===== config.mk =====
export PLATFORM = sky130hd
export DESIGN_NAME = adder_bist_ctrl_flat
export DESIGN_NICKNAME = d
export VERILOG_FILES = /design/src/rtl/bist_pkg.sv /design/src/rtl/adder_bist_ctrl_if.sv /design/src/rtl/bist_settle_timer.sv /design/src/rtl/adder_bist_ctrl.sv /design/src/flat_wrapper.sv
export SDC_FILE = /design/constraint.sdc
export NUM_CORES = 1
export LEC_CHECK = 0
export BUFFER_PORTS_ARGS = -buffer_cell sky130_fd_sc_hd__buf_2
export CAP_MARGIN = 20
export CORE_ASPECT_RATIO = 0.9
export CORE_MARGIN = 3
export CORE_UTILIZATION = 25
export DETAILED_ROUTE_END_ITERATION = 10
export SLEW_MARGIN = 10
export SYNTH_ARGS = -nofsm -noshare
export SYNTH_HDL_FRONTEND = slang
export SYNTH_SLANG_ARGS = --single-unit

===== constraint.sdc =====
create_clock -name clk -period 3.3 [get_ports clk]
set_clock_uncertainty 0.2 [all_clocks]
set_input_delay 0.495 -clock clk [delete_from_list [all_inputs] [get_ports clk]]
set_output_delay 0.495 -clock clk [all_outputs]
set_load 0.005 [all_outputs]

===== src/rtl/bist_pkg.sv =====
// Shared types and constants for the adder BIST sequencer.
package bist_pkg;

  // Operand width of the adder under test and of K.
  localparam int DATA_WIDTH = 6;

  // Last operand A value of a sweep.
  localparam int A_MAX = (1 << DATA_WIDTH) - 1;

  // Sequencer states.
  typedef enum logic [2:0] {
    IDLE,
    REQ_K,
    WAIT_K,
    APPLY,
    SETTLE,
    CHECK,
    DONE
  } bist_state_e;

endpackage


===== src/rtl/adder_bist_ctrl_if.sv =====
// K-generator handshake and adder-under-test operand/result bus.
interface adder_bist_ctrl_if #(
  parameter int DATA_WIDTH = bist_pkg::DATA_WIDTH
);
  logic [DATA_WIDTH-1:0] k_i;
  logic                  k_valid_i;
  logic                  k_last_i;
  logic                  k_req_o;
  logic [DATA_WIDTH-1:0] dut_a_o;
  logic [DATA_WIDTH-1:0] dut_b_o;
  logic [DATA_WIDTH:0]   dut_sum_i;

  // Sequencer side.
  modport master (
    input  k_i, k_valid_i, k_last_i, dut_sum_i,
    output k_req_o, dut_a_o, dut_b_o
  );

  // K-generator / adder side.
  modport slave (
    output k_i, k_valid_i, k_last_i, dut_sum_i,
    input  k_req_o, dut_a_o, dut_b_o
  );
endinterface


===== src/rtl/bist_settle_timer.sv =====
// Loadable down-counter that flags when the settle window has elapsed.
module bist_settle_timer #(
  parameter int CYCLES = 2
) (
  input  logic clk,
  input  logic rst,
  input  logic load,
  input  logic en,
  output logic zero
);
  localparam int CNT_W = (CYCLES > 1) ? $clog2(CYCLES) : 1;
  // Loaded with CYCLES-1 so the counter reads zero on the last settle cycle.
  localparam logic [CNT_W-1:0] LOAD_VAL = CNT_W'(CYCLES - 1);

  logic [CNT_W-1:0] cnt_q;

  // Load on APPLY, count down during SETTLE, hold at zero.
  always_ff @(posedge clk) begin
    // NOTE: sequential state uses non-blocking assignments so every flop
    // samples the pre-edge values regardless of statement order.
    if (rst) begin
      cnt_q <= '0;
    end else if (load) begin
      cnt_q <= LOAD_VAL;
    end else if (en && (cnt_q != '0)) begin
      cnt_q <= cnt_q - 1'b1;
    end
  end

  assign zero = (cnt_q == '0);
endmodule


===== src/rtl/adder_bist_ctrl.sv =====
// Adder BIST sequencer: fetches each K, sweeps A over the full range,
// checks the adder sum and records the error count and first failure.
module adder_bist_ctrl #(
  parameter int DATA_WIDTH    = bist_pkg::DATA_WIDTH,
  parameter int SETTLE_CYCLES = 2,
  parameter int ERR_CNT_WIDTH = 16
) (
  input  logic                     clk,
  input  logic                     rst,
  input  logic                     start_i,
  adder_bist_ctrl_if.master        bus,
  output logic                     busy_o,
  output logic                     done_o,
  output logic                     pass_o,
  output logic [ERR_CNT_WIDTH-1:0] err_count_o,
  output logic [DATA_WIDTH-1:0]    first_err_a_o,
  output logic [DATA_WIDTH-1:0]    first_err_b_o,
  output logic [DATA_WIDTH:0]      first_err_sum_o
);
  import bist_pkg::*;

  localparam logic [DATA_WIDTH-1:0] A_LAST = {DATA_WIDTH{1'b1}};

  bist_state_e state_q, state_d;

  logic [DATA_WIDTH-1:0]    a_q, b_q;
  logic [ERR_CNT_WIDTH-1:0] err_q;
  logic                     first_seen_q;
  logic [DATA_WIDTH-1:0]    first_a_q, first_b_q;
  logic [DATA_WIDTH:0]      first_sum_q;
  logic                     settle_done;
  logic [DATA_WIDTH:0]      expected_sum;
  logic                     mismatch;

  // Full-width expected sum keeps the carry-out under test.
  assign expected_sum = {1'b0, a_q} + {1'b0, b_q};
  assign mismatch     = (bus.dut_sum_i != expected_sum);

  bist_settle_timer #(
    .CYCLES(SETTLE_CYCLES)
  ) u_settle (
    .clk (clk),
    .rst (rst),
    .load(state_q == APPLY),
    .en  (state_q == SETTLE),
    .zero(settle_done)
  );

  // State register.
  always_ff @(posedge clk) begin
    if (rst) state_q <= IDLE;
    else     state_q <= state_d;
  end

  // Next-state logic.
  always_comb begin
    // NOTE: default assigned first so no path through the case leaves
    // state_d unassigned and infers a latch.
    state_d = state_q;
    unique case (state_q)
      IDLE, DONE: if (start_i) state_d = REQ_K;
      REQ_K:      state_d = WAIT_K;
      WAIT_K: begin
        if (bus.k_last_i)       state_d = DONE;
        else if (bus.k_valid_i) state_d = APPLY;
      end
      APPLY:      state_d = SETTLE;
      SETTLE:     if (settle_done) state_d = CHECK;
      CHECK:      state_d = (a_q == A_LAST) ? REQ_K : APPLY;
      default:    state_d = IDLE;
    endcase
  end

  // Operand registers, error counter and first-failure capture.
  always_ff @(posedge clk) begin
    if (rst) begin
      a_q          <= '0;
      b_q          <= '0;
      err_q        <= '0;
      first_seen_q <= 1'b0;
      first_a_q    <= '0;
      first_b_q    <= '0;
      first_sum_q  <= '0;
    end else begin
      unique case (state_q)
        IDLE, DONE: begin
          if (start_i) begin
            err_q        <= '0;
            first_seen_q <= 1'b0;
            first_a_q    <= '0;
            first_b_q    <= '0;
            first_sum_q  <= '0;
          end
        end
        WAIT_K: begin
          if (!bus.k_last_i && bus.k_valid_i) begin
            b_q <= bus.k_i;
            a_q <= '0;
          end
        end
        CHECK: begin
          if (mismatch) begin
            if (err_q != {ERR_CNT_WIDTH{1'b1}}) err_q <= err_q + 1'b1;
            if (!first_seen_q) begin
              first_seen_q <= 1'b1;
              first_a_q    <= a_q;
              first_b_q    <= b_q;
              first_sum_q  <= bus.dut_sum_i;
            end
          end
          // A is left at its last value after the sweep; the next K reloads it.
          if (a_q != A_LAST) a_q <= a_q + 1'b1;
        end
        default: ;
      endcase
    end
  end

  assign bus.k_req_o     = (state_q == REQ_K);
  assign bus.dut_a_o     = a_q;
  assign bus.dut_b_o     = b_q;
  assign busy_o          = (state_q != IDLE) && (state_q != DONE);
  assign done_o          = (state_q == DONE);
  assign pass_o          = (state_q == DONE) && (err_q == '0);
  assign err_count_o     = err_q;
  assign first_err_a_o   = first_a_q;
  assign first_err_b_o   = first_b_q;
  assign first_err_sum_o = first_sum_q;
endmodule

===== src/flat_wrapper.sv =====
// flat-port wrapper written by rule: the top's interface ports become plain ports
module adder_bist_ctrl_flat import bist_pkg::*;
#(
  parameter int DATA_WIDTH    = bist_pkg::DATA_WIDTH,
  parameter int SETTLE_CYCLES = 2,
  parameter int ERR_CNT_WIDTH = 16
)
  (clk, rst, start_i, busy_o, done_o, pass_o, err_count_o, first_err_a_o, first_err_b_o, first_err_sum_o, bus_k_i, bus_k_valid_i, bus_k_last_i, bus_dut_sum_i, bus_k_req_o, bus_dut_a_o, bus_dut_b_o);
  adder_bist_ctrl_if #(.DATA_WIDTH(DATA_WIDTH)) bus_i ();
  input  logic clk;
  input  logic rst;
  input  logic start_i;
  output logic busy_o;
  output logic done_o;
  output logic pass_o;
  output logic [ERR_CNT_WIDTH-1:0] err_count_o;
  output logic [DATA_WIDTH-1:0] first_err_a_o;
  output logic [DATA_WIDTH-1:0] first_err_b_o;
  output logic [DATA_WIDTH:0] first_err_sum_o;
  input wire logic [$bits(bus_i.k_i)-1:0] bus_k_i;
  input wire logic [$bits(bus_i.k_valid_i)-1:0] bus_k_valid_i;
  input wire logic [$bits(bus_i.k_last_i)-1:0] bus_k_last_i;
  input wire logic [$bits(bus_i.dut_sum_i)-1:0] bus_dut_sum_i;
  output wire logic [$bits(bus_i.k_req_o)-1:0] bus_k_req_o;
  output wire logic [$bits(bus_i.dut_a_o)-1:0] bus_dut_a_o;
  output wire logic [$bits(bus_i.dut_b_o)-1:0] bus_dut_b_o;
  assign bus_i.k_i = bus_k_i;
  assign bus_i.k_valid_i = bus_k_valid_i;
  assign bus_i.k_last_i = bus_k_last_i;
  assign bus_i.dut_sum_i = bus_dut_sum_i;
  assign bus_k_req_o = bus_i.k_req_o;
  assign bus_dut_a_o = bus_i.dut_a_o;
  assign bus_dut_b_o = bus_i.dut_b_o;
  adder_bist_ctrl #(.DATA_WIDTH(DATA_WIDTH), .SETTLE_CYCLES(SETTLE_CYCLES), .ERR_CNT_WIDTH(ERR_CNT_WIDTH)) u_core (.clk(clk), .rst(rst), .start_i(start_i), .bus(bus_i), .busy_o(busy_o), .done_o(done_o), .pass_o(pass_o), .err_count_o(err_count_o), .first_err_a_o(first_err_a_o), .first_err_b_o(first_err_b_o), .first_err_sum_o(first_err_sum_o));
endmodule

==> flow_results.org, run 1 <==
** Status
- Status :: completed

** Timing
- Fin Setup TNS :: 0 ps
- Setup violations remaining at the end of the flow were counted as 0.
- Static timing analysis puts the maximum clock frequency at 329 MHz.
- Headroom to the max-slew limit came out at 58.8%.
- The worst path needs around 3000 ps of the cycle, external delays included.
- The final number of hold-violating endpoints is 0.
- Period utilisation layout :: about 92%
- RSZ-0062 raised after global routing :: false
- The worst path meets setup with 257 ps of slack.
- The count of pins over their slew limit was 0.
- Least-Margin Pin Slew :: 618 ps

** Route
- Wires add up to 8760 um.
- In the final routed layout, each cell accounts on average for 15.1 um.
- DRC violations left :: 0
- Number of violations reported at the end of detailed-routing iteration 0 :: 128
- Via-to-Cell Ratio :: 5.00
- The count of nets left with antenna violations once routing finished came out at 0.
- Drt pass-1 iters :: 4
- Via count :: 2907

** Hold path
- Along the worst hold path, the cell count comes to 3.
- The worst hold path terminates at u_core.bus.dut_b_o[3].
- Hold WC Path Type :: input port to flop
- Launch point of the worst hold path :: bus_k_i[3]

** Finish
- In the layout the commonest cells are 68 x sky130_fd_sc_hd__buf_2, 54 x sky130_fd_sc_hd__a21oi_1, 52 x sky130_fd_sc_hd__dfxtp_1, 30 x sky130_fd_sc_hd__nand2_1, 30 x sky130_fd_sc_hd__o21ai_1.
- The library cell used most frequently in the layout, excluding fill and tap cells, is sky130_fd_sc_hd__buf_2.
- Final Cell Area :: ~0.0036 mm^2
- Layout cells sized above 1 :: 23.5%
- The filler cells instantiated in the layout total 1219.
- Area taken by multi-input logic gates :: around 0.0017 mm^2
- After the flow finishes, the layout carries non-filler instances totaling 581.
- From synthesis to final layout, the design area changed by 20.7%.
- Antenna cell count :: 0
- After the last flow step, the layout net total stands at about 460.
- Finished Core Util :: approximately a third
- Combined flip-flop and latch cell area :: 0.00104 mm^2

** GRT
- In the global route stage, overall resource usage came out at 13.6%.
- The initial antenna violation count is 0.
- Via count of the first global-routing pass :: ~2800
- Leftover overflow at the end of global routing :: 0
- Pin count of the biggest net entering global routing :: 34
- First-pass GRT wire length :: 14400 um

** Die
- Die H :: 109 um
- Floorplan row count :: 36
- For this design the top-level I/O count stands at 69.
- In this run the horizontal extent of the chip is 120 um.
- Die area :: between 0.01 and 0.015 mm^2
- Core Footprint :: ~0.011 mm^2
- Starting Density :: between 20% and 30%

** Critical path
- Type of the worst setup path :: flop to flop
- In this run the register-to-register setup slack is 260 ps.
- Crit path required time :: around 3300 ps
- The worst setup path is captured at a flop.
- Counting cells, the worst reg-to-reg path comes to 10.
- Critical path startpoint category :: flop
- Crit Path Max Fanout :: 11
- The worst register-to-register path ends at u_core.err_count_o[0].
- Arrival time of data at the critical path endpoint :: approximately 3000 ps
- FF-to-FF Start :: u_core.bus.dut_a_o[0]

** Pwr
- IR analysis of the VDD net gives a maximum drop of 0.251 mV.
- In this run the power density over the cells is 444 mW/mm^2.
- For this design the static power due to leakage is between 1 and 1.5 nW.

** Flow run
- Max_cap viols :: 0

** Placement
- Before CTS, the worst setup slack after placement is between 200 and 300 ps.
- Quantity of I/O buffers inserted on ports :: 68
- Placed wire-length estimate :: between 6000 and 7000 um
- Number of placed instances with taps included :: 573
- After detailed placement, the total cell area comes to 0.00339 mm^2.
- Routability cong. :: 0.859

** Synthesis
- Synth cell types :: 57
- Top flip-flop cell by instance count after synthesis :: sky130_fd_sc_hd__dfxtp_1
- The number of nets handed over by synthesis was 400.
- Cell count after synthesis :: 371
- Counting flops and latches in the post-synthesis netlist gives 52.
- Area share of the largest cell type after synthesis :: 35.3%
- Async set-reset flop share out of synthesis :: 0%
- Number of warning messages in the yosys log :: 0
- Summing every instance area after synthesis gives 0.00295 mm^2.
- Summing the sequential cell areas from Yosys gives 35.3% of the chip area.
- Yosys attributes the largest share of cell area to sky130_fd_sc_hd__dfxtp_1 35%, sky130_fd_sc_hd__a21oi_1 9.2%, sky130_fd_sc_hd__o21ai_1 5.1%.
- A synthesized cell averages 7.94 um^2.
- Cell accounting for the most synthesized area :: sky130_fd_sc_hd__dfxtp_1
- The synthesized design contains 0 enable-type register cells.

** Clock network
- Clock-pin slew was measured on the worst setup and hold paths at 80 ps.
- In this run the number of H-tree levels came out at 2.
- Total number of clock tree sinks :: 52
- Hold buffer count at CTS :: 0
- The root buffer cell chosen for the clock tree is sky130_fd_sc_hd__clkbuf_16.
- Clock insertion delay at the later pin of the skew report :: 290 ps
- CTS tree :: yes
- CTS Buf Count :: 5
- Counting along the longest clock path gives a buffer depth of 2.
==> Yosys cell counts (6+ instances only) <==
cell / n
sky130_fd_sc_hd__inv_1: 11
sky130_fd_sc_hd__nand3_1: 29
sky130_fd_sc_hd__o21ai_1: 30
sky130_fd_sc_hd__clkbuf_1: 12
sky130_fd_sc_hd__ha_1: 10
sky130_fd_sc_hd__nor2_1: 22
sky130_fd_sc_hd__nand2_1: 31
sky130_fd_sc_hd__a21oi_1: 54
sky130_fd_sc_hd__o21ai_0: 6
sky130_fd_sc_hd__dfxtp_1: 52
sky130_fd_sc_hd__nor3_1: 10
sky130_fd_sc_hd__xnor2_1: 6
sky130_fd_sc_hd__xor2_1: 6
==> per-layer routing <==
metal / track usage, % / part of all wire, % / vias to the layer above
met5: 0 / 0 / -
met3: 3.01 / 5.0 / 6
met1: 18.7 / 47 / 1377
li1: - / - / 1452
met2: 21.4 / 47 / 72
met4: 3.64 / 0.84 / 0
==> cell type report <==
| cell class | instances | area share [%] |
|---|---|---|
| sequential | 52 | 29.3 |
| multi-input combinational | 281 | 48.1 |
| tap | 152 | 5.35 |
| timing repair buffer | 77 | 11.8 |
| clock inverter | 3 | 0.774 |
| inverter | 11 | 1.16 |
| clock buffer | 5 | 3.52 |
==> worst max-delay path, stage by stage, from the launching register on <==
cell	delay (ps)
sky130_fd_sc_hd__dfxtp_1	450
sky130_fd_sc_hd__ha_1	200
sky130_fd_sc_hd__inv_1	50
sky130_fd_sc_hd__fa_1	390
sky130_fd_sc_hd__nand3b_1	220
sky130_fd_sc_hd__a2111oi_2	400
sky130_fd_sc_hd__a31o_1	190
sky130_fd_sc_hd__o211a_4	200
sky130_fd_sc_hd__and2_4	240
sky130_fd_sc_hd__nor2_2	100
sky130_fd_sc_hd__mux2_4	300
==> metrics by stage <==
step	hold WS (ps)	power, mW
global route	256	1.66
floorplan	271	0.966
finish	231	1.58
global placement	267	1.04
CTS	224	1.59
detailed placement	270	1.05
==> cells by family after synthesis <==
| group | share of synthesized area, % |
|---|---|
| AND/OR/NAND/NOR | 25.6 |
| AO/OA/AOI/OAI | 22.8 |
| flip-flops | 35.3 |
| buffers and inverters | 6.92 |
| XOR/XNOR | 3.57 |
| adder cells (fa/ha/maj) | 4.93 |
| multiplexers | 0.849 |
==> state kept, by name, summed over array words and instances, names as in the netlist <==
name                    cells
u_core.err_count_o         16
u_core.first_err_sum_o      7
u_core.bus.dut_a_o          6
u_core.bus.dut_b_o          6
u_core.first_err_a_o        6
u_core.first_err_b_o        6
u_core.state_q              3
u_core.first_seen_q         1
u_core.u_settle.cnt_q       1
==> worst max path at each step <==
stage / from / depth (start not counted) / to
2_1_floorplan: u_core.bus.dut_a_o[0] / 11 / u_core.err_count_o[0]
4_1_cts: u_core.bus.dut_a_o[0] / 10 / u_core.err_count_o[2]
5_1_grt: u_core.bus.dut_a_o[0] / 11 / u_core.err_count_o[5]
3_5_place_dp: u_core.bus.dut_a_o[0] / 10 / u_core.err_count_o[2]
3_3_place_gp: u_core.bus.dut_a_o[0] / 10 / u_core.first_seen_q
6_report: u_core.bus.dut_a_o[0] / 10 / u_core.err_count_o[0]
==> power by group <==
| group | switching (mW) | total (mW) | internal (mW) | leakage [nW] |
|---|---|---|---|---|
| combinational | 0.227 | 0.351 | 0.124 | 0.931 |
| clock | 0.256 | 0.544 | 0.289 | 0.0719 |
| sequential | 0.0397 | 0.683 | 0.644 | 0.419 |
| total | 0.522 | 1.58 | 1.06 | 1.42 |
==> timing repair <==
| item | 4_1_cts | 5_1_grt |
|---|---|---|
| setup buffers | 0 | 0 |
| endpoints found under the setup margin | 0 | 33 |
| gates resized for setup | 0 | 3 |
(Power assumes the default switching activity.)
==> run 2: changes to the inputs <==
RECOVER_POWER = 25   (was default)
==> run 2 against run 1 <==
  * Final cell count is the same
  * Non-clock buffer count did not move
  * Clock power hardly changed
  * Worst hold slack got worse by 3.1 ps
  * Total power about the same
  * Global-route usage unchanged
  * Critical path depth unchanged
  * Wire length rose by 0.23%
  * Largest cell class unchanged
  * Largest power group unchanged
  * Highest routed layer unchanged
==> flow_results.org, run 2 (synthesized netlist as in run 1, its figures left out) <==
** GRT
- For this run, global-route usage on met1 was measured as 18.7%.
- The global routing stage identified its most utilized layer as met2.
- The first global-routing pass estimated roughly 14000 um of wire.
- Via count of the first global-routing pass :: 2816
- Leftover overflow at the end of global routing :: 0
- Met2 global-route usage :: 21.4%
- Entering global routing, the biggest net connects 34 pins.
- GRT Resource Usage Total :: between 10% and 20%
- The initial antenna violation count was 0.
- For met3 alone, demand over resource in global routing was roughly 3.0%.

** Route
- Post-detailed-route wirelength per cell :: approximately 15 um
- Via count :: a little under 3000
- Total Wirelength :: 8780 um
- The pre-antenna-repair detailed-routing pass consisted of 4 iterations.
- The detail route stage leaves a number of antenna-violating nets equal to 0.
- Via-to-Cell Ratio :: between 5 and 6
- DRC violations left :: 0
- The first routing iteration left around 160 violations.

** Critical path
- Slack of the worst reg-to-reg path :: 250 ps
- Arrival time of data at the critical path endpoint :: 3030 ps
- The worst setup path is captured at a flop.
- Critical Path End :: u_core.err_count_o[0]
- Startpoint of the most critical setup path :: u_core.bus.dut_a_o[0]
- At the worst endpoint, the required time is between 3000 and 4000 ps.
- The worst register-to-register path ends at u_core.err_count_o[0].
- By startpoint and endpoint, the worst setup path is classified as flop to flop.
- FF-to-FF Start :: u_core.bus.dut_a_o[0]
- Crit Path Max Fanout :: 11
- STA classifies the critical path startpoint as a flop.
- Measured in cells, the most critical reg-to-reg path has a length of 10.

** Timing
- Period utilisation layout :: slightly above 90%
- Number of endpoints failing setup at the final stage :: 0
- Hold is met by ~230 ps.
- The worst path in the final design needs a cycle of slightly above 3000 ps, including I/O delays and setup.
- Once routing completed, OpenROAD measured the worst setup slack at 251 ps.
- RSZ-0062 raised after global routing :: false
- Achievable clock frequency :: 328 MHz
- The count of pins over their slew limit is 0.
- For the final routed database, the setup TNS stands at 0 ps.
- Max transition margin :: 59.1%
- The final number of hold-violating endpoints came to 0.
- Least-Margin Pin Slew :: 610 ps

** Status
- The run finished with clean final reports.

** Finish
- The post-route netlist has 18.9% of its cells at a drive strength greater than 1.
- At the end of the flow, the number of nets in the layout was 457.
- Max reg flops :: 16
- Commonest non-fill, non-tap cells in the layout :: 54 x sky130_fd_sc_hd__a21oi_1, 52 x sky130_fd_sc_hd__dfxtp_1, 48 x sky130_fd_sc_hd__buf_2, 30 x sky130_fd_sc_hd__nand2_1, 30 x sky130_fd_sc_hd__o21ai_1
- From synthesis to final layout, the design area changed by 19.8%.
- The library cell used most frequently in the layout, excluding fill and tap cells, is sky130_fd_sc_hd__a21oi_1.
- The repair_antennas step left the layout with diodes totalling 0.

** Pwr
- Peak VDD IR :: around 0.25 mV
- Leakage power :: 1.33 nW
- In this run the power density over the cells is between 400 and 500 mW/mm^2.

** Placement
- Routability cong. :: between 0.8 and 0.9
- During placement, the flow inserted port buffers numbering 68.
- Timing analysis after detailed placement gives a worst setup slack of 290 ps.
- After legalization and detailed placement, the total HPWL measured 6390 um.

** Clock network
- CTS saw 52 sinks.
- After clock tree synthesis, the flow added hold-fix buffers numbering 0.
- H-tree Lvls :: 2
- TritonCTS built the clock tree.
- Clock tree synthesis inserted a total of 5 buffers.
- Clock-pin slew was measured on the worst setup and hold paths at 80 ps.
- The root buffer cell chosen for the clock tree is sky130_fd_sc_hd__clkbuf_16.
- Maximum clock insertion buffer count :: 2
- Clock insertion delay at the later pin of the skew report :: 300 ps

** Die
- Starting Density :: 26.4%
- Floorplan row count :: 36
- Number of top-level pins :: 69
- Measured along the x axis, the die boundary spans 120 um.
- Die H :: 109 um
- Core Footprint :: around 0.011 mm^2
- The die covers 0.0131 mm^2.

** Hold path
- The path class of the tightest hold or removal check is input port to flop.

** Flow run
- Across the run, the number of max-cap violations was 0.
-- run 2: changes by cell type in the layout (fill, tap and decap cells not counted), sizes merged --
cell,previous run,this run
clkbuf,5,25
buf,77,57
-- run 2: through the flow --
step                utilization [%]  cell area, um^2  power [mW]  std cells
finish                         31.6             3530        1.58        581
global route                   31.6             3530        1.66        581
CTS                            31.7             3550        1.59        581
detailed placement             30.4             3390        1.05        573
global placement               30.4             3390        1.04        573
floorplan                         -             2950       0.966        371
-- run 2: repair_timing --
action	in CTS	in global routing
gates resized for setup	0	3
endpoints found under the setup margin	0	33
buffers inserted	0	0
-- run 2: critical path, cell delays in order (launching register included) --
cell	delay, ps
sky130_fd_sc_hd__dfxtp_1	450
sky130_fd_sc_hd__ha_1	200
sky130_fd_sc_hd__inv_1	50
sky130_fd_sc_hd__fa_1	390
sky130_fd_sc_hd__nand3b_1	220
sky130_fd_sc_hd__a2111oi_2	400
sky130_fd_sc_hd__a31o_1	190
sky130_fd_sc_hd__o211a_4	200
sky130_fd_sc_hd__and2_4	250
sky130_fd_sc_hd__nor2_2	100
sky130_fd_sc_hd__mux2_4	300
-- run 2: worst min path at each step --
| stage | from | endpoint | depth (start not counted) |
|---|---|---|---|
| 2_1_floorplan | u_core.first_err_sum_o[0] | u_core.first_err_sum_o[0] | 2 |
| 3_3_place_gp | u_core.first_err_a_o[5] | u_core.first_err_a_o[5] | 2 |
| 3_5_place_dp | u_core.first_err_sum_o[3] | u_core.first_err_sum_o[3] | 2 |
| 4_1_cts | bus_k_i[3] | u_core.bus.dut_b_o[3] | 3 |
| 5_1_grt | bus_k_i[3] | u_core.bus.dut_b_o[3] | 3 |
| 6_report | bus_k_i[3] | u_core.bus.dut_b_o[3] | 3 |
-- run 2: metal layers --
metal | vias to the layer above | share of wire, %
met5 | - | 0
met4 | 0 | 1.2
met3 | 10 | 5.4
met2 | 76 | 46
met1 | 1381 | 47
li1 | 1450 | -
-- run 2: power by group --
group | internal (mW) | leakage [nW] | switching, mW
logic | 0.124 | 0.842 | 0.226
registers | 0.644 | 0.419 | 0.0399
clock network | 0.288 | 0.0719 | 0.257
-- run 2: area by class of cell --
class                      instances  area [um^2]
clock inverter                     3         27.5
clock buffer                       5          125
fill                            1221         7640
inverter                          11         41.3
tap                              152          190
multi-input combinational        281         1710
timing repair buffer              77          395
sequential                        52         1040
==> run 3: changes to the inputs <==
CORE_MARGIN = 5   (was 3)
==> run 3 against run 2 <==
  * Fmax is 0.25% lower
  * Sequential share of layout area shrank 0.14 points
  * Register-to-register slack barely moved
  * Wire length is 0.79% higher
  * The run now ends with max-capacitance violations, max-slew violations left
  * Largest cell class unchanged
  * Worst setup slack got worse by 7.5 ps
==> flow_results.org, run 3 (synthesized netlist as in run 1, its figures left out) <==
** Status
- Status :: finished with violations
- The final reports fail on max-capacitance violations, max-slew violations.

** Finish
- Max reg flops :: 16
- Most common cell after layout, fill and taps aside :: sky130_fd_sc_hd__a21oi_1
- Fill cell instance count of the final layout :: 1267
- Combined flip-flop and latch cell area :: between 0.001 and 0.0015 mm^2
- Commonest non-fill, non-tap cells in the layout :: 54 x sky130_fd_sc_hd__a21oi_1, 52 x sky130_fd_sc_hd__dfxtp_1, 49 x sky130_fd_sc_hd__buf_2, 31 x sky130_fd_sc_hd__nand2_1, 30 x sky130_fd_sc_hd__o21ai_1
- After the last flow step, the layout net total stands at around 460.
- Synth-to-layout area growth :: 20.4%
- 0 antenna diodes ended up in the layout.
- Layout cells sized above 1 :: 19.4%
- Area taken by multi-input logic gates :: 0.00170 mm^2

** Critical path
- On the critical path, the stage with the largest delay is an instance of sky130_fd_sc_hd__dfxtp_1.
- The worst setup path is captured at a flop.
- Counting both buffers and inverters, the worst setup path holds a total of 2.
- FF-to-FF Start :: u_core.bus.dut_a_o[0]
- Type of the worst setup path :: flop to flop
- In this run the worst path has a maximum fanout of 16.
- The critical path starts at u_core.bus.dut_a_o[0].
- Arrival time of data at the critical path endpoint :: 2970 ps
- For the worst setup path, the data required time is 3210 ps.
- The critical path goes through ha_1, inv_1, fa_1, nand3b_1, a2111oi_0, a31o_1, o211a_4, and2_4, buf_4, or3_1, a21oi_1.
- CP max stage delay :: 440 ps
- The worst setup path is launched from a flop.
- Cell family with the largest share of critical-path delay :: compound AO/OA/AOI/OAI gates

** Die
- Number of top-level pins :: 69
- Core Footprint :: around 0.011 mm^2
- The floorplan step set the die width to 124 um.
- In this run the vertical extent of the chip is 113 um.
- Die area :: 0.0141 mm^2
- Starting Density :: 25.7%
- Floorplan row count :: 37

** Clock network
- Number of setup buffers added after CTS :: 0
- Total number of clock tree sinks :: 52
- Clock insertion delay at the later pin of the skew report :: 300 ps
- TritonCTS built the clock tree.
- CTS Buf Count :: 5
- Quantity of gates resized following cts :: 0
- CTS built an H-tree with a depth of 2.
- CTS clk-pin slew, worst paths :: 80 ps
- Root buffer selected by CTS :: sky130_fd_sc_hd__clkbuf_16
- Hold buffer count at CTS :: 0
- The longest clock path from root to sink contains 2 buffers.

** Hold path
- The path class of the tightest hold or removal check is input port to flop.
- In this run the most critical hold path is launched from bus_k_i[3].

** Flow run
- Across the run, the number of max-cap violations was 1.

** Pwr
- VDD sags by at most 0.208 mV.
- Power density relative to cell area :: 450 mW/mm^2
- For this design the static power due to leakage is 1.36 nW.

** Timing
- Period utilisation layout :: 92.6%
- Setup repair after global routing left no endpoint under its margin.
- Number of endpoints failing setup at the final stage :: 0
- The count of pins over their slew limit was 36.
- Summed over all failing endpoints, the final setup total negative slack is 0 ps.
- For the finished layout, the period the worst path requires is roughly 3100 ps.
- For this run, the top clock speed supported by timing is around 330 MHz.
- Final hold analysis gives a worst-case slack of 228 ps.
- Max transition margin :: -5.13%
- The final number of hold-violating endpoints was 0.
- For the pin with the worst max-slew slack, the measured transition is 1580 ps.

** Route
- In the final routed layout, each cell accounts on average for 15.0 um.
- Via count :: 2960
- Via-to-Cell Ratio :: 5.03
- After detailed routing, the total wire length is 8850 um.
- The pre-antenna-repair detailed-routing pass consisted of 5 iterations.
- Antenna Nets Post-Route :: 0
- DRC violations left :: 0
- After the first detailed-routing iteration, the DRC count stood at 205.

** GRT
- The initial antenna violation count was 0.
- GRT Resource Usage Total :: 12.3%
- Summed over all layers, the global routing overflow is 0.
- The number of global-route vias before repair came to 2737.
- Entering global routing, the biggest net connects 36 pins.
- The first global-routing pass estimated between 10000 and 15000 um of wire.

** Placement
- Input and output buffers added on the ports amount to 68.
- The congestion estimate from routability-driven global placement came to 0.860.
- Placed wire-length estimate :: 6520 um
==> run 3: cell count changes in the layout (fill, tap and decap cells not counted), sizes merged <==
cell      before  now
buf           57   62
inv           12   14
clkbuf        25   24
clkinv         1    0
clkinvlp       1    0
==> run 3: final timing paths <==
path                                  end  slack, ps  depth (start not counted)
setup / recovery   u_core.err_count_o[12]        240                         11
hold / removal      u_core.bus.dut_b_o[3]        230                          3
setup reg to reg   u_core.err_count_o[12]        240                         11
hold reg to reg   u_core.first_err_b_o[1]        280                          2
==> run 3: metrics by stage <==
stage / util (%) / setup WS, ps / total power [mW] / instance area (um^2) / instances
CTS: 31.1 / 278 / 1.60 / 3570 / 589
global placement: 29.8 / 347 / 1.04 / 3420 / 581
floorplan: - / 505 / 0.966 / 2950 / 371
detailed placement: 29.8 / 266 / 1.04 / 3420 / 581
finish: 30.9 / 244 / 1.59 / 3550 / 589
global route: 30.9 / 51.5 / 1.68 / 3550 / 589
==> run 3: layer usage <==
layer	GRT usage (%)	vias to the layer above	share of wire [%]	routed length, um
met2	18.9	102	44	3900
met1	17.3	1396	49	4370
met4	3.07	0	1.0	90
met5	0	-	0	0
li1	-	1454	-	-
met3	2.88	8	5.5	484
==> run 3: power breakdown <==
group | internal, mW | switching (mW)
sequential | 0.644 | 0.0383
combinational | 0.125 | 0.225
clock | 0.293 | 0.269
==> run 3: layout make-up <==
| type | count | area share [%] |
|---|---|---|
| Multi-Input combinational cell | 281 | 48.0 |
| Sequential cell | 52 | 29.4 |
| Timing Repair Buffer | 81 | 11.7 |
| Tap cell | 156 | 5.50 |
| Clock buffer | 5 | 3.53 |
| Inverter | 11 | 1.16 |
| Clock inverter | 3 | 0.812 |
==> run 3: worst register-to-register path, delay by kind of cell, from the launching register on <==
family | cells | cell delay, ps
flops | 1 | 440
fa+ha+maj | 2 | 590
compound gates | 4 | 820
simple gates | 3 | 570
buf+inv | 2 | 240
